$ cat config.mk
export PLATFORM = sky130hd
export DESIGN_NAME = div_unit
export DESIGN_NICKNAME = d
export VERILOG_FILES = /design/src/rtl/div_unit.sv
export SDC_FILE = /design/constraint.sdc
export NUM_CORES = 1
export LEC_CHECK = 0
export ABC_AREA = 1
export CELL_PAD_IN_SITES_DETAIL_PLACEMENT = 0
export CELL_PAD_IN_SITES_GLOBAL_PLACEMENT = 1
export CORE_UTILIZATION = 30
export CTS_CLUSTER_DIAMETER = 200
export DETAILED_ROUTE_END_ITERATION = 8
export GPL_ROUTABILITY_DRIVEN = 0
export PLACE_DENSITY = 0.72
export SYNTH_ARGS = -nofsm -noshare
export SYNTH_HDL_FRONTEND = slang
export SYNTH_SLANG_ARGS = --single-unit
$ cat constraint.sdc
create_clock -name clk -period 2.6 [get_ports clk]
set_input_delay 0.65 -clock clk [delete_from_list [all_inputs] [get_ports clk]]
set_output_delay 0.65 -clock clk [all_outputs]
set_load 0.05 [all_outputs]
$ cat src/rtl/div_unit.sv
// Multi-cycle restoring divider feeding a CDB: one shift-subtract step per cycle,
// sign correction on the final edge, result held until the bus grant arrives.
module div_unit #(
    parameter int WIDTH   = 32,
    parameter int LABEL_W = 4
) (
    input  logic               clk,
    input  logic               nRST,
    input  logic               EN,
    input  logic [1:0]         op,
    input  logic [WIDTH-1:0]   dataIn1,
    input  logic [WIDTH-1:0]   dataIn2,
    input  logic [LABEL_W-1:0] labelIn,
    output logic               available,
    output logic               require,
    input  logic               requireAC,
    output logic [WIDTH-1:0]   result,
    output logic [LABEL_W-1:0] labelOut
);

    localparam int CNT_W = 6;

    typedef enum logic [1:0] {
        S_IDLE,
        S_BUSY,
        S_DONE
    } state_t;

    state_t r_state;
    state_t w_next;

    logic [CNT_W-1:0]   r_cnt;
    logic               r_is_rem;
    logic               r_neg_q;
    logic               r_neg_r;
    logic               r_dvz;
    logic [LABEL_W-1:0] r_label_in;
    logic [WIDTH-1:0]   r_quo;
    logic [WIDTH-1:0]   r_rem;
    logic [WIDTH-1:0]   r_dvs;
    logic [WIDTH-1:0]   r_result;
    logic [LABEL_W-1:0] r_label_out;

    logic               w_signed;
    logic               w_neg1;
    logic               w_neg2;
    logic [WIDTH-1:0]   w_abs1;
    logic [WIDTH-1:0]   w_abs2;
    logic [WIDTH:0]     w_shift;
    logic [WIDTH:0]     w_diff;
    logic               w_steps_done;
    logic [WIDTH-1:0]   w_q_fix;
    logic [WIDTH-1:0]   w_r_fix;
    logic [WIDTH-1:0]   w_final;

    // Magnitudes of the issuing operands; the most negative value maps onto itself.
    assign w_signed = ~op[1];
    assign w_neg1   = w_signed & dataIn1[WIDTH-1];
    assign w_neg2   = w_signed & dataIn2[WIDTH-1];
    assign w_abs1   = w_neg1 ? -dataIn1 : dataIn1;
    assign w_abs2   = w_neg2 ? -dataIn2 : dataIn2;

    assign w_shift      = {r_rem, r_quo[WIDTH-1]};
    assign w_diff       = w_shift - {1'b0, r_dvs};
    assign w_steps_done = (r_cnt == CNT_W'(WIDTH));

    // A zero divisor leaves the dividend magnitude in r_rem, so the remainder
    // path reproduces dataIn1 without a separate bypass; only the quotient is forced.
    assign w_q_fix = r_dvz ? '1 : (r_neg_q ? -r_quo : r_quo);
    assign w_r_fix = r_neg_r ? -r_rem : r_rem;
    assign w_final = r_is_rem ? w_r_fix : w_q_fix;

    always_ff @(posedge clk or negedge nRST) begin
        if (!nRST) begin
            r_state <= S_IDLE;
        end else begin
            r_state <= w_next;
        end
    end

    always_comb begin
        w_next = r_state;
        case (r_state)
            S_IDLE: if (EN)           w_next = S_BUSY;
            S_BUSY: if (w_steps_done) w_next = S_DONE;
            S_DONE: if (requireAC)    w_next = S_IDLE;
            default:                  w_next = S_IDLE;
        endcase
    end

    always_ff @(posedge clk or negedge nRST) begin
        if (!nRST) begin
            r_cnt       <= '0;
            r_is_rem    <= 1'b0;
            r_neg_q     <= 1'b0;
            r_neg_r     <= 1'b0;
            r_dvz       <= 1'b0;
            r_label_in  <= '0;
            r_quo       <= '0;
            r_rem       <= '0;
            r_dvs       <= '0;
            r_result    <= '0;
            r_label_out <= '0;
        end else begin
            case (r_state)
                S_IDLE: begin
                    if (EN) begin
                        r_cnt      <= '0;
                        r_is_rem   <= op[0];
                        r_neg_q    <= w_neg1 ^ w_neg2;
                        r_neg_r    <= w_neg1;
                        r_dvz      <= (dataIn2 == '0);
                        r_label_in <= labelIn;
                        r_quo      <= w_abs1;
                        r_rem      <= '0;
                        r_dvs      <= w_abs2;
                    end
                end
                S_BUSY: begin
                    if (!w_steps_done) begin
                        r_cnt <= r_cnt + 1'b1;
                        if (!w_diff[WIDTH]) begin
                            r_rem <= w_diff[WIDTH-1:0];
                            r_quo <= {r_quo[WIDTH-2:0], 1'b1};
                        end else begin
                            r_rem <= w_shift[WIDTH-1:0];
                            r_quo <= {r_quo[WIDTH-2:0], 1'b0};
                        end
                    end else begin
                        r_result    <= w_final;
                        r_label_out <= r_label_in;
                    end
                end
                default: ;
            endcase
        end
    end

    assign available = (r_state == S_IDLE);
    assign require   = (r_state == S_DONE);
    assign result    = r_result;
    assign labelOut  = r_label_out;

endmodule

==> impl_metrics.ini, run 1 <==
[worst_setup_path]
critical_path.max_fanout = 3
slowest_stage = clkdlybuf4s50_1
worst-setup-path-type = flop to output port
max_stage_delay_ns = 0.83
cp_cell_sequence = nor2_1 -> clkdlybuf4s50_1
cp.arrival_ns = 1.84
critPathLaunchType = flop
path_delay_family = buffers and inverters
crit_buf_inv = 1
cp.required_ns = 1.95
cp-end-kind = output port

[route]
wl_per_cell_um = 16.3
drc = 0
wl_mm = 47.8
detail-route-antenna-nets = 0
vias_per_cell = 4.87
first_pass_iters = 6
num_vias = 14300
drt_iter0_drc = 1142

[logic_synthesis]
synth_xor_xnor_area_share_pct = 3.32
synth_top_cell_area_share_pct = 28.0
ys_seq_area_share_pct = 28.0
yosysTopAreaCell = dfrtp_1
synth-compound-area-share_pct = 12.3
synth_cell_type_count = 46
synth.area.top_cells = dfrtp_1, nand2_1, nand3_1
synth_top_family_by_area = simple AND/OR/NAND/NOR gates
synth_adder_area_share_pct = 3.75
synth_top_flop_cell = dfrtp_1
async_flop_share_pct = 100
synth_simple_gate_area_share_pct = 41.6
post_synth.cell_area_avg_um2 = 6.05
yosys_warnings = 0
ys_ff_latch = 148
syn_nets = 2295
muxShareOfSynthArea_pct = 0
synth_cells = 2182
mappedNetlistArea_um2 = 13200
synth_edf_count = 0

[status]
status = complete, no violations

[timing]
skew_ns = 0.0180
final_max_slew_viol_count = 0
tightestPinTransition_ns = 0.821
period_share_pct = 96.0
rsz0062_at_grt = no
hold_ws_ns = 0.118
slew_headroom_pct = 45.1
finalHoldViolCount = 0
fmax_mhz = 401
setup_violations = 0
setup_ws_ns = 0.105
period_needed_ns = 2.49

[clock_tree]
postCtsSetupRepairBufs = 0
clock-sinks = 148
cts_buffer_depth = 2
cts.reportedPaths.clkPinSlew_ns = 0.06
worstSkewPairLatency_ns = 0.46
h-tree-depth = 4
clockRootBuffer = clkbuf_16
tritoncts = yes
numCtsBuffers = 17

[floorplanning]
core_area_um2 = 43300
die_area_um2 = 44900
dieHeight_um = 212
row_count = 76
die_w_um = 212
boundaryPins = 112
start_util_pct = 30.5

[cells_and_area]
fin_cells = 2929
multiInputGateArea_um2 = 8080
num-fill-cells = 4798
post-route-util_pct = 37.3
insertedDiodeCount = 0
nets = 2445
fin_area_um2 = 16100
seqCellArea_um2 = 3700
syn_to_final_growth_pct = 22.3
drive_gt1_share_pct = 7.94

[hold_path]
hp-class = primary input to async pin

[place]
hpwl_mm = 39.0
dp_cells = 2897
pre_cts_ws_ns = -0.00944
dpl_cell_area_um2 = 15500
portBuffers = 111

[pwr]
p_per_area_nw_per_um2 = 1510
ir_drop_mv = 0.553
leakagePower_nw = 8.12

[grt]
grt.total_usage_pct = 21.8
grt_max_degree = 54
grt_pass1_wl_mm = 75.1
grt_pass1_vias = 13600
antenna_found_initial = 0
grt_overflow = 0

[flow_run]
max_cap_violations = 0
==> path summary, 6_finish.rpt <==
path	from	endpoint	slack, ns	cells past startpoint
worst max-delay path	r_state[1]	available	0.11	2
worst min-delay path	nRST	r_dvs[2]	0.12	1
worst max register to register	r_rem[13]	r_rem[11]	0.16	13
worst min register to register	labelOut[2]	labelOut[2]	0.47	2
max in group asynchronous	nRST	r_quo[7]	1.82	2
min in group clk	labelOut[2]	labelOut[2]	0.47	2
==> synthesized netlist by cell type (27+ instances only) <==
library cell and instances:
o21ai_0 148, nand2_1 706, nand3_1 224, nand2_2 27
inv_1 297, xor2_1 36, nand4_1 30, ha_1 38
a21oi_1 92, dfrtp_1 148, nor2_1 220, clkbuf_1 42
==> kinds of logic (layout without fill, tap and decap cells) <==
family                   Yosys count  in the layout
buffers and inverters            371            532
XOR/XNOR                          50             50
AND/OR/NAND/NOR                 1275           1276
AO/OA/AOI/OAI                    299            299
adder cells (fa/ha/maj)           39             39
flip-flops                       148            148
==> per-stage QoR <==
stage	setup TNS, ns	total power [W]
after floorplan	0	0.0163
after global placement	0	0.0214
after detailed placement	-0.00944	0.0215
after CTS	0	0.0244
after global routing	0	0.0268
final	0	0.0245
==> layout by cell type (no fill, tap or decap), drive strengths merged, types with 4 or more instances in the layout <==
cell           netlist  layout
o21bai               5       5
clkdlybuf4s50        0     110
xor2                36      36
a31oi               15      15
inv                303     305
ha                  38      38
nand3b               9       9
nand3              235     235
nand4               30      30
o211ai              17      17
xnor2               14      14
o21ai              152     152
nor2               223     223
a21oi               95      95
clkbuf              42      20
dfrtp              148     148
nand2              744     745
buf                 23      85
and2                 4       4
or2                  4       4
o22ai                7       7
bufinv               0       4
clkinv               3       8
nor3                21      21
==> power breakdown <==
group / switching (W) / internal (W) / total (W)
Clock: 0.00107 / 0.00166 / 0.00273
Sequential: 0.00108 / 0.00348 / 0.00456
Combinational: 0.0112 / 0.00599 / 0.0172
Total: 0.0133 / 0.0111 / 0.0245
==> cell type report <==
class	instances	area share (%)
timing repair buffer	195	11.5
clock inverter	11	1.08
inverter	306	7.11
sequential	148	22.9
multi-input combinational	1664	50.0
tap	585	4.53
clock buffer	20	2.83
==> registers in the layout (all words and copies together) (netlist names) <==
register    count
labelOut        4
r_cnt           6
r_dvs          32
r_dvz           1
r_is_rem        1
r_label_in      4
r_neg_q         1
r_neg_r         1
r_quo          32
r_rem          32
r_state         2
result         32
==> timing repair <==
action | in CTS | in global routing
setup endpoints to repair | 0 | 4
resized for setup | 0 | 3
hold buffers | 0 | 0
==> metal layers <==
layer	vias to the layer above	GRT usage, %	part of all wire [%]
met5	-	0	0
met2	301	36.0	47
met4	0	6.92	2.2
met3	40	2.37	3.3
met1	6645	29.6	48
li1	7277	-	-
(Power assumes the default switching activity.)
==> run 2: changes to the inputs <==
==> constraint.sdc (replaced) <==
create_clock -name clk -period 2.6 [get_ports clk]
set_input_delay 0.26 -clock clk [delete_from_list [all_inputs] [get_ports clk]]
set_output_delay 0.26 -clock clk [all_outputs]
set_load 0.05 [all_outputs]
==> impl_metrics.ini, run 2 (synthesized netlist as in run 1, its figures left out) <==
[floorplanning]
row_count = 76
die_w_um = 212
start_util_pct = 30.5
die_area_um2 = 44900
boundaryPins = 112
dieHeight_um = 212
core_area_um2 = 43300

[grt]
grt.total_usage_pct = 21.5
grt_overflow = 0
grt_max_degree = 53
antenna_found_initial = 1
grt_pass1_wl_mm = 73.8
grt_pass1_vias = 13300

[hold_path]
hp-class = primary input to async pin

[timing]
period_share_pct = 94.9
finalHoldViolCount = 0
fmax_mhz = 405
tightestPinTransition_ns = 0.646
setup_ws_ns = 0.133
final_max_slew_viol_count = 0
setup_violations = 0
period_needed_ns = 2.47
slew_headroom_pct = 56.9
skew_ns = 0.0170
rsz0062_at_grt = yes

[worst_setup_path]
crit_path_start = r_rem[22]
critical_path.max_fanout = 9
worst-setup-path-type = flop to flop
slowest_stage = dfrtp_1
critPathLaunchType = flop
crit_top_cell = nand2_1
max_stage_delay_ns = 0.50
reg2reg_from = r_rem[22]
cp.required_ns = 2.94
cp-end-kind = flop
r2r_setup_slack_ns = 0.13
cp.arrival_ns = 2.81
cp_cell_sequence = ha_1 -> nand2_1 -> inv_1 -> nand2_1 -> nand2_1 -> inv_1 -> nand2_1 -> a21oi_4 -> nand3_4 -> nand2_8 -> buf_12 -> nand2_1 -> nand3_1 -> nand2_1

[cells_and_area]
drive_gt1_share_pct = 6.95
final_common_cell = nand2_1
insertedDiodeCount = 0
post-route-util_pct = 36.7
final_cell_mix = nand2_1, inv_1, nand3_1, nor2_1, o21ai_0
nets = 2418
syn_to_final_growth_pct = 20.2
num-fill-cells = 4797

[route]
detail-route-antenna-nets = 0
vias_per_cell = 4.89
wl_mm = 47.5
first_pass_iters = 5
num_vias = 14200
drc = 0
wl_per_cell_um = 16.3
drt_iter0_drc = 948

[pwr]
leakagePower_nw = 7.96
p_per_area_nw_per_um2 = 1510
ir_drop_mv = 0.597

[clock_tree]
h-tree-depth = 4
worstSkewPairLatency_ns = 0.46
clockRootBuffer = clkbuf_16
cts_buffer_depth = 2
numCtsBuffers = 17
cts.reportedPaths.clkPinSlew_ns = 0.06
clock-sinks = 148
tritoncts = yes

[place]
hpwl_mm = 38.7
portBuffers = 111
pre_cts_ws_ns = 0.0788

[flow_run]
max_cap_violations = 0

[status]
status = complete, no violations
run 2: cell count changes in the layout (fill, tap and decap cells not counted), moves of 3 or more:
cell | before | now
buf_12 | 9 | 6
buf_4 | 75 | 49
bufinv_16 | 4 | 1
clkinv_2 | 2 | 5
run 2: timing repair:
item                                   in CTS  in global routing
setup endpoints to repair                   0                 32
gates resized for setup                     0                  9
setup buffers                               0                  5
endpoints found under the hold margin      49                  0
hold buffers                                1                  0
run 2: metrics by stage:
step                area, um^2   TNS, ns  cells  hold slack [ns]  total power [W]
floorplan                13200         0   2182          -0.0356           0.0163
global placement         15200         0   2864            0.260           0.0209
detailed placement       15200         0   2864            0.270           0.0210
CTS                      15800         0   2897            0.329           0.0236
global route             15900  -0.00208   2903            0.360           0.0263
finish                   15900         0   2903            0.334           0.0240
run 2: worst paths after layout:
path | to | cells after the start
max in group asynchronous | r_rem[8] | 3
worst max register to register | r_rem[11] | 14
worst min-delay path | r_dvs[2] | 2
min in group clk | r_label_in[0] | 3
worst max-delay path | r_rem[11] | 14
worst min register to register | r_cnt[5] | 1
run 2: critical path: cells and delay by family (launching register included):
family	cells	cell delay, ns
AO/OA/AOI/OAI	1	0.27
adder cells (fa/ha/maj)	1	0.42
buffers and inverters	3	0.25
flip-flops	1	0.50
AND/OR/NAND/NOR	9	0.88
run 2: report_power, final:
part / total (W) / switching (W) / internal (W)
Clock: 0.00248 / 0.00106 / 0.00142
Combinational: 0.0168 / 0.0110 / 0.00581
Sequential: 0.00465 / 0.00117 / 0.00348
Total: 0.0240 / 0.0133 / 0.0107
run 2: final cells by class:
type	instances	area (um^2)	area share, %
Multi-Input combinational cell	1664	8090	50.9
Clock buffer	21	480	3.03
Inverter	306	1150	7.24
Tap cell	585	732	4.61
Clock inverter	11	97.6	0.615
Timing Repair Buffer	168	1620	10.2
Sequential cell	148	3710	23.3
run 2: per-layer routing:
metal | share of wire [%] | vias up | routed length (um) | GRT usage (%)
met4 | 2.5 | 2 | 1190 | 7.52
met1 | 47 | 6570 | 22100 | 28.9
met5 | 0.027 | - | 13 | 0
met3 | 4.0 | 65 | 1890 | 2.31
li1 | - | 7213 | - | -
met2 | 47 | 353 | 22300 | 35.6
==> run 3: changes to the inputs <==
--- a/config.mk
+++ b/config.mk
@@ -10,8 +10,10 @@
 export CELL_PAD_IN_SITES_GLOBAL_PLACEMENT = 1
 export CORE_UTILIZATION = 30
 export CTS_CLUSTER_DIAMETER = 200
+export CTS_CLUSTER_SIZE = 12
 export DETAILED_ROUTE_END_ITERATION = 8
 export GPL_ROUTABILITY_DRIVEN = 0
+export MAX_ROUTING_LAYER = met4
 export PLACE_DENSITY = 0.72
 export SYNTH_ARGS = -nofsm -noshare
 export SYNTH_HDL_FRONTEND = slang
==> impl_metrics.ini, run 3 (synthesized netlist as in run 1, its figures left out) <==
[status]
status = complete, no violations

[route]
wl_per_cell_um = 16.4
detail-route-antenna-nets = 0
vias_per_cell = 4.87
drt_iter0_drc = 962
first_pass_iters = 7
wl_mm = 47.6
num_vias = 14200
drc = 0

[worst_setup_path]
cp-end-kind = flop
critPathLaunchType = flop
worst-setup-path-type = flop to flop
cp.required_ns = 3.00
critical_path.max_fanout = 19
cp.arrival_ns = 2.88

[timing]
tightestPinTransition_ns = 0.658
skew_ns = 0.0191
finalSetupTns_ns = 0
slew_headroom_pct = 56.1
period_needed_ns = 2.49
final_max_slew_viol_count = 0
finalHoldViolCount = 0
fmax_mhz = 402
period_share_pct = 95.6
rsz0062_at_grt = yes
setup_violations = 0

[clock_tree]
tritoncts = yes
cts_buffer_depth = 2
clockRootBuffer = clkbuf_16
cts.reportedPaths.clkPinSlew_ns = 0.06
numCtsBuffers = 17
clock-sinks = 148
h-tree-depth = 4
worstSkewPairLatency_ns = 0.47

[cells_and_area]
final_cell_mix = nand2_1, inv_1, nand3_1, nor2_1, o21ai_0
num-fill-cells = 4797
fin_area_um2 = 15900
syn_to_final_growth_pct = 20.2
seqCellArea_um2 = 3710
nets = 2418
insertedDiodeCount = 0
post-route-util_pct = 36.7
final_common_cell = nand2_1
drive_gt1_share_pct = 6.95
multiInputGateArea_um2 = 8090

[place]
portBuffers = 111
hpwl_mm = 38.7
dpl_cell_area_um2 = 15200

[floorplanning]
boundaryPins = 112
dieHeight_um = 212
core_area_um2 = 43300
start_util_pct = 30.5
die_w_um = 212
die_area_um2 = 44900
row_count = 76

[grt]
grt_pass1_wl_mm = 73.9
grt_max_degree = 53
antenna_found_initial = 0
grt_pass1_vias = 13300
grt.total_usage_pct = 22.2
grt_overflow = 0

[hold_path]
hp-class = primary input to async pin

[pwr]
p_per_area_nw_per_um2 = 1510
ir_drop_mv = 0.600
leakagePower_nw = 7.96

[flow_run]
max_cap_violations = 0
[run 3: cell counts in the layout (fill, tap and decap cells not counted)]
Identical to the previous run, type by type.
[run 3: timing repair]
item	CTS	global route
gates resized for setup	0	9
hold endpoints to repair	49	0
hold buffers	1	0
setup buffers	0	5
endpoints found under the setup margin	0	32
[run 3: routing by layer]
metal / wire, um / GRT usage, % / part of all wire [%]
met1: 22500 / 29.0 / 47
met5: 0 / - / 0
met2: 22300 / 35.7 / 47
met3: 1770 / 2.48 / 3.7
met4: 1110 / 6.82 / 2.3
[run 3: worst max-delay path: stages (launching register included)]
cell	delay (ns)
dfrtp_1	0.50
ha_1	0.43
nand2_1	0.15
inv_1	0.07
nand2_1	0.06
nand2_1	0.06
inv_1	0.06
nand2_1	0.09
a21oi_4	0.28
nand2_4	0.13
nand2_8	0.15
nand2_8	0.08
buf_12	0.14
nand2_1	0.07
nand3_1	0.07
nand2_1	0.07
[run 3: worst paths after layout]
| check | depth (start not counted) | endpoint | slack, ns | from |
|---|---|---|---|---|
| setup / recovery | 15 | r_rem[14] | 0.11 | r_rem[22] |
| hold / removal | 2 | r_dvs[2] | 0.34 | nRST |
| setup reg to reg | 15 | r_rem[14] | 0.11 | r_rem[22] |
| hold reg to reg | 1 | r_cnt[5] | 0.46 | r_cnt[5] |
| max in group asynchronous | 3 | r_rem[8] | 1.54 | nRST |
| min in group clk | 3 | r_label_in[0] | 0.35 | labelIn[0] |
[run 3: power breakdown]
part           internal, W  switching (W)
Combinational      0.00581         0.0110
Clock              0.00142        0.00106
Sequential         0.00348        0.00119
Total               0.0107         0.0133
[run 3: cell type report]
| cell class | count | share of cell area, % |
|---|---|---|
| clock buffers | 21 | 3.03 |
| clock inverters | 11 | 0.615 |
| inverters | 306 | 7.24 |
| multi-input cells | 1664 | 50.9 |
| flip-flops and latches | 148 | 23.3 |
| well taps | 585 | 4.61 |
| repair buffers | 168 | 10.2 |
[run 3: per-stage QoR]
step | hold WS, ns | setup WS (ns) | std cells | total power, W
floorplan | -0.0356 | 0.349 | 2182 | 0.0163
global placement | 0.260 | 0.130 | 2864 | 0.0209
detailed placement | 0.270 | 0.0788 | 2864 | 0.0210
CTS | 0.329 | 0.0575 | 2897 | 0.0236
global route | 0.356 | -0.00129 | 2903 | 0.0263
finish | 0.337 | 0.114 | 2903 | 0.0240
